`src/rtl/burst_master_pkg.sv`:
```
// -----------------------------------------------------------------------------
// burst_master_pkg
//   Shared definitions for the burst_master block:
//     - state_t      : controller states (IDLE, SEND, GAP_WAIT)
//     - STALL_CNT_W  : width of the saturating stall counter output
//     - cnt_width()  : counter width helper, max(1, $clog2(n))
// -----------------------------------------------------------------------------
package burst_master_pkg;

  localparam int STALL_CNT_W = 16;

  typedef enum logic [1:0] {
    IDLE     = 2'd0,
    SEND     = 2'd1,
    GAP_WAIT = 2'd2
  } state_t;

  // A counter over n values never collapses to zero bits, so that
  // single-word bursts and zero-gap builds still have a legal vector.
  function automatic int cnt_width(input int n);
    return (n <= 1) ? 1 : $clog2(n);
  endfunction

endpackage

```
`src/rtl/burst_word_gen.sv`:
```
// -----------------------------------------------------------------------------
// burst_word_gen
//   Maps a word index within a burst to its payload:
//     word = (SEED + idx * STEP) mod 2^DATA_W
//   Purely combinational; the modulo comes for free from DATA_W-bit arithmetic.
//
// Ports
//   idx  [CNT_W-1:0]   in   word index inside the current burst
//   word [DATA_W-1:0]  out  payload for that index
// -----------------------------------------------------------------------------
module burst_word_gen #(
  parameter int                DATA_W = 3,
  parameter int                CNT_W  = 2,
  parameter logic [DATA_W-1:0] SEED   = DATA_W'(7),
  parameter logic [DATA_W-1:0] STEP   = DATA_W'(6)
) (
  input  logic [CNT_W-1:0]  idx,
  output logic [DATA_W-1:0] word
);

  logic [DATA_W-1:0] idx_ext;

  // The index is resized to the payload width before the multiply so the
  // whole expression is evaluated (and wraps) at DATA_W bits.
  assign idx_ext = DATA_W'(idx);
  assign word    = SEED + idx_ext * STEP;

endmodule

```
`src/rtl/burst_master.sv`:
```
// -----------------------------------------------------------------------------
// burst_master
//   Emits fixed-length bursts of generated words on a valid/ready interface.
//   A burst starts one cycle after start is seen in IDLE (or unconditionally
//   when AUTO_RPT=1), presents BURST_LEN words, holds each word stable while
//   the downstream stalls, pulses done on the final transfer, then idles for
//   GAP cycles in GAP_WAIT before returning to IDLE.
//
// Configuration macro
//   BURST_MASTER_STALL_CNT_EN : when defined, stall_cnt counts cycles with
//                               valid_up=1 and ready_up=0, saturating at
//                               all-ones; otherwise stall_cnt is tied to 0.
//
// Ports
//   sys_clk             in   single clock
//   rst                 in   asynchronous active-high reset
//   start               in   burst request, looked at only in IDLE
//   ready_up            in   downstream ready
//   valid_up            out  word valid
//   data_up  [DATA_W]   out  payload, 0 while valid_up=0
//   last_up             out  final word of the burst, 0 while valid_up=0
//   done                out  one-cycle pulse on the final beat transfer
//   busy                out  state is not IDLE
//   stall_cnt [16]      out  saturating stall counter
// -----------------------------------------------------------------------------
module burst_master
  import burst_master_pkg::*;
#(
  parameter int                DATA_W    = 3,
  parameter int                BURST_LEN = 3,
  parameter int                GAP       = 0,
  parameter logic [DATA_W-1:0] SEED      = DATA_W'(7),
  parameter logic [DATA_W-1:0] STEP      = DATA_W'(6),
  parameter int                AUTO_RPT  = 0
) (
  input  logic                   sys_clk,
  input  logic                   rst,
  input  logic                   start,
  input  logic                   ready_up,
  output logic                   valid_up,
  output logic [DATA_W-1:0]      data_up,
  output logic                   last_up,
  output logic                   done,
  output logic                   busy,
  output logic [STALL_CNT_W-1:0] stall_cnt
);

  localparam int CNT_W = cnt_width(BURST_LEN);
  localparam int GAP_W = cnt_width(GAP);

  localparam logic [CNT_W-1:0] LAST_IDX = CNT_W'(BURST_LEN - 1);
  // Only meaningful when GAP > 0; GAP_WAIT is unreachable otherwise.
  localparam logic [GAP_W-1:0] GAP_LAST = GAP_W'(GAP - 1);
  localparam bit               AUTO_GO  = (AUTO_RPT != 0);
  localparam bit               HAS_GAP  = (GAP > 0);

  state_t            state_q;
  state_t            state_d;
  logic [CNT_W-1:0]  word_idx_q;
  logic [GAP_W-1:0]  gap_cnt_q;
  logic [DATA_W-1:0] word;
  logic              at_last;
  logic              beat;
  logic              final_beat;

  // ---------------------------------------------------------------------------
  // Word generation
  // ---------------------------------------------------------------------------
  burst_word_gen #(
    .DATA_W (DATA_W),
    .CNT_W  (CNT_W),
    .SEED   (SEED),
    .STEP   (STEP)
  ) u_word_gen (
    .idx  (word_idx_q),
    .word (word)
  );

  // ---------------------------------------------------------------------------
  // Handshake decode
  //   Outputs are decoded from registered state only, so they hold stable
  //   through stalls and drop to zero the instant rst asserts.
  // ---------------------------------------------------------------------------
  assign valid_up   = (state_q == SEND);
  assign busy       = (state_q != IDLE);
  assign at_last    = (word_idx_q == LAST_IDX);
  assign beat       = valid_up & ready_up;
  assign final_beat = beat & at_last;

  assign data_up    = valid_up ? word : '0;
  assign last_up    = valid_up & at_last;
  assign done       = final_beat;

  // ---------------------------------------------------------------------------
  // Next-state logic
  // ---------------------------------------------------------------------------
  always_comb begin
    // NOTE: every variable assigned in always_comb gets a default first, so no
    // path through the case can leave it unassigned and infer a latch.
    state_d = state_q;
    case (state_q)
      IDLE: begin
        if (start || AUTO_GO) state_d = SEND;
      end
      SEND: begin
        if (final_beat) state_d = HAS_GAP ? GAP_WAIT : IDLE;
      end
      GAP_WAIT: begin
        if (gap_cnt_q == GAP_LAST) state_d = IDLE;
      end
      default: state_d = IDLE;
    endcase
  end

  // ---------------------------------------------------------------------------
  // State, word index and gap counter
  // ---------------------------------------------------------------------------
  // NOTE: sequential state uses non-blocking assignments so every register
  // samples the pre-edge values regardless of statement order.
  always_ff @(posedge sys_clk or posedge rst) begin
    if (rst) begin
      state_q    <= IDLE;
      word_idx_q <= '0;
      gap_cnt_q  <= '0;
    end else begin
      state_q <= state_d;

      // The index moves only on an accepted beat and wraps after the last.
      if (beat) begin
        word_idx_q <= at_last ? '0 : word_idx_q + CNT_W'(1);
      end

      // gap_cnt_q is 0 on entry to GAP_WAIT and back at 0 when it leaves.
      if (state_q == GAP_WAIT) begin
        gap_cnt_q <= (gap_cnt_q == GAP_LAST) ? '0 : gap_cnt_q + GAP_W'(1);
      end
    end
  end

  // ---------------------------------------------------------------------------
  // Optional stall counter
  // ---------------------------------------------------------------------------
`ifdef BURST_MASTER_STALL_CNT_EN
  logic [STALL_CNT_W-1:0] stall_q;

  always_ff @(posedge sys_clk or posedge rst) begin
    if (rst) begin
      stall_q <= '0;
    end else if (valid_up && !ready_up && (stall_q != '1)) begin
      stall_q <= stall_q + STALL_CNT_W'(1);
    end
  end

  assign stall_cnt = stall_q;
`else
  assign stall_cnt = '0;
`endif

endmodule

```
`config.mk`:
```
export PLATFORM = sky130hd
export DESIGN_NAME = burst_master
export DESIGN_NICKNAME = d
export VERILOG_FILES = /design/src/rtl/burst_master_pkg.sv /design/src/rtl/burst_word_gen.sv /design/src/rtl/burst_master.sv
export SDC_FILE = /design/constraint.sdc
export NUM_CORES = 1
export LEC_CHECK = 0
export ABC_AREA = 1
export CORE_AREA = 2 2 39 41
export DETAILED_ROUTE_END_ITERATION = 10
export DIE_AREA = 0 0 41 43
export DONT_BUFFER_PORTS = 1
export GPL_ROUTABILITY_DRIVEN = 0
export GPL_TIMING_DRIVEN = 1
export PLACE_DENSITY = 0.4
export SYNTH_ARGS = -nofsm -noshare
export SYNTH_HDL_FRONTEND = slang
export SYNTH_HIERARCHICAL = 1
export SYNTH_SLANG_ARGS = --single-unit
```
`constraint.sdc`:
```
create_clock -name sys_clk -period 1.4 [get_ports sys_clk]
set_input_delay 0.14 -clock sys_clk [delete_from_list [all_inputs] [get_ports sys_clk]]
set_output_delay 0.14 -clock sys_clk [all_outputs]
set_load 0.005 [all_outputs]
```
==> flow_metrics.py <==
metrics = {
    "run_status": {
        "outcome": "completed",
    },
    "clocking": {
        "numClockSinks": 3,
        "cts_tree": "done",
        "clk_transition_reported_paths_ns": 0.04,
        "post_cts_buffers": 0,
        "cts_buffers": 3,
        "worstSkewPairLatency_ns": 0.23,
        "root_buffer": "clkbuf_4",
        "clock_tree.htree_level_count": 1,
        "clock_path_buffers": 2,
    },
    "grt": {
        "met2_usage_pct": 5.63,
        "global_route.peak_usage_layer": "met1",
        "pin_count_of_the_biggest_net_entering_global_routing": 9,
        "global_route_wire_length_before_repair_um": 586,
        "gr-total-overflow": 0,
        "via_count_of_the_first_global_routing_pass": 154,
        "groute.usage.overall_pct": 5.53,
        "antenna_violations_before_repair": 0,
        "grtUsageMet1_pct": 6.47,
        "gr-usage-met3_pct": 4.19,
    },
    "critical_path": {
        "timing.critical_path.to_type": "output port",
        "startpoint_of_the_lowest_slack_register_to_register_path": "state_q[0]",
        "timing.critical_path.fanout_max": 8,
        "critPathLaunchType": "flip-flop",
        "r2r_slack_ns": 0.38,
        "worst_r2r_path_depth": 3,
        "r2r-end": "state_q[0]",
        "path_class": "flip-flop to output port",
        "crit_arrival_ns": 1.08,
        "crit_required_ns": 1.26,
    },
    "placement": {
        "final_hpwl_from_detailed_placement_um": 339,
        "io_buffers": 0,
    },
    "logic_synthesis": {
        "yosysUniqueCellTypes": 9,
        "synth.cell_area_sq_um": 315,
        "post_synth_inst_count": 47,
        "synth_sequential_area_ratio_pct": 23.8,
        "post_synth.cell_area_avg_sq_um": 6.71,
        "synth_seq_cells": 3,
        "count_of_yosys_warnings_during_synthesis": 6,
    },
    "power_and_ir_drop": {
        "vdd.ir_drop.worst_mv": 0.913,
        "report.power.total_mw": 0.494,
        "power_per_cell_area_nw_per_um2": 1690,
        "total_leakage_power_nw": 0.190,
    },
    "sta": {
        "final.period_utilization_pct": 87.1,
        "setup_viol": 0,
        "grt_setup_unrepaired": "false",
        "setup-tns-final_ns": 0,
        "timing_max_transition_violations_final": 0,
        "timing_hold_violations_final": 0,
        "final.min_clock_period_ns": 1.22,
        "skew_ns": 0.000967,
        "timing.fmax_mhz": 820,
    },
    "cells_and_area": {
        "finalNetCount": 54,
        "diodes": 0,
        "layout.cells.most_common_list": "17 x conb_1, 9 x inv_1, 8 x nand2_1",
        "area.growth.synth_to_final_pct": -7.14,
        "drive_gt1_share_pct": 10.2,
        "num-fill-cells": 164,
        "layout.cells.most_common": "conb_1",
    },
    "routing": {
        "drtIter0Drc": 3,
        "drt_pre_antenna_iters": 2,
        "route.detailed.vias_per_inst": 2.98,
        "drt.antenna.violating_nets": 0,
        "post_drt_wl_per_cell_um": 6.57,
        "wl_um": 427,
        "route.detailed.drc": 0,
        "via_count": 194,
    },
    "worst_hold_path": {
        "hold_path_depth": 2,
        "min_path_type": "input port to flip-flop",
        "hold_path_end": "state_q[0]",
        "hold_start": "start",
    },
    "floorplan": {
        "die_area_sq_um": 1760,
        "die-width_um": 41,
        "initial_core_util_pct": 22.8,
        "rows": 14,
        "ioPinCount": 27,
        "die-height_um": 43,
        "core_area_sq_um": 1380,
    },
    "run": {
        "cap_violations": 0,
    },
}
[sequential cells by signal, summed over array words and instances, names as in the netlist]
signal / count
state_q: 1
word_idx_q: 2
[worst max path at each step]
| stage | startpoint | cells past startpoint | endpoint | slack (ns) |
|---|---|---|---|---|
| after floorplan | state_q[0] | 3 | state_q[0] | 0.55 |
| after global placement | state_q[0] | 3 | state_q[0] | 0.39 |
| after detailed placement | state_q[0] | 3 | state_q[0] | 0.37 |
| after CTS | state_q[0] | 2 | done | 0.15 |
| after global routing | state_q[0] | 2 | done | 0.08 |
| final | state_q[0] | 2 | done | 0.18 |
[through the flow]
step / hold WS, ns / setup slack, ns / instances / instance area (sq um) / util, %
detailed placement: -0.0956 / 0.372 / 60 / 256 / 18.5
global placement: -0.0942 / 0.394 / 60 / 256 / 18.5
floorplan: -0.106 / 0.546 / 62 / 372 / -
finish: 0.0565 / 0.180 / 65 / 293 / 21.2
global route: 0.0548 / 0.0793 / 65 / 293 / 21.2
CTS: 0.0436 / 0.146 / 65 / 293 / 21.2
[where the power goes]
group | switching [mW] | internal (mW) | total (mW)
sequential | 0.0544 | 0.123 | 0.178
combinational | 0.110 | 0.0548 | 0.165
clock | 0.0447 | 0.107 | 0.151
[critical path, stage by stage (launching register included)]
cell,delay [ns]
dfrtp_1,0.52
nand2_2,0.15
nor2_2,0.18
[synth_stat cells]
cell type / number / area share (%)
nor2_2: 1 / 2.0
conb_1: 2 / 2.4
dfrtp_1: 3 / 24
nor2_1: 3 / 3.6
o21ai_1: 2 / 3.2
nand2_2: 1 / 2.0
nand2_1: 8 / 9.5
inv_1: 9 / 11
buf_4: 18 / 43
[layout make-up]
cell class | count | area (sq um) | area share, %
sequential | 3 | 75.1 | 25.6
clock buffer | 4 | 26.3 | 8.97
tap | 16 | 20.0 | 6.84
timing repair buffer | 1 | 10.0 | 3.42
multi-input combinational | 32 | 128 | 43.6
inverter | 9 | 33.8 | 11.5
[kinds of logic (layout without fill, tap and decap cells)]
group | count (synthesis) | after routing | share of synthesized area [%]
other | 2 | 17 | 2.38
and+or+nand+nor | 13 | 13 | 17.1
buffers and inverters | 27 | 14 | 53.6
AOI/OAI and AO/OA | 2 | 2 | 3.17
DFF | 3 | 3 | 23.8
[routing by layer]
metal,vias up,routed length [um]
met4,0,0
li1,100,-
met3,0,55
met1,76,196
met2,18,175
met5,-,0
[repair_timing]
item,4_1_cts,5_1_grt
gates resized for setup,0,0
hold endpoints to repair,3,0
hold buffers,1,0
(Power assumes the default switching activity.)
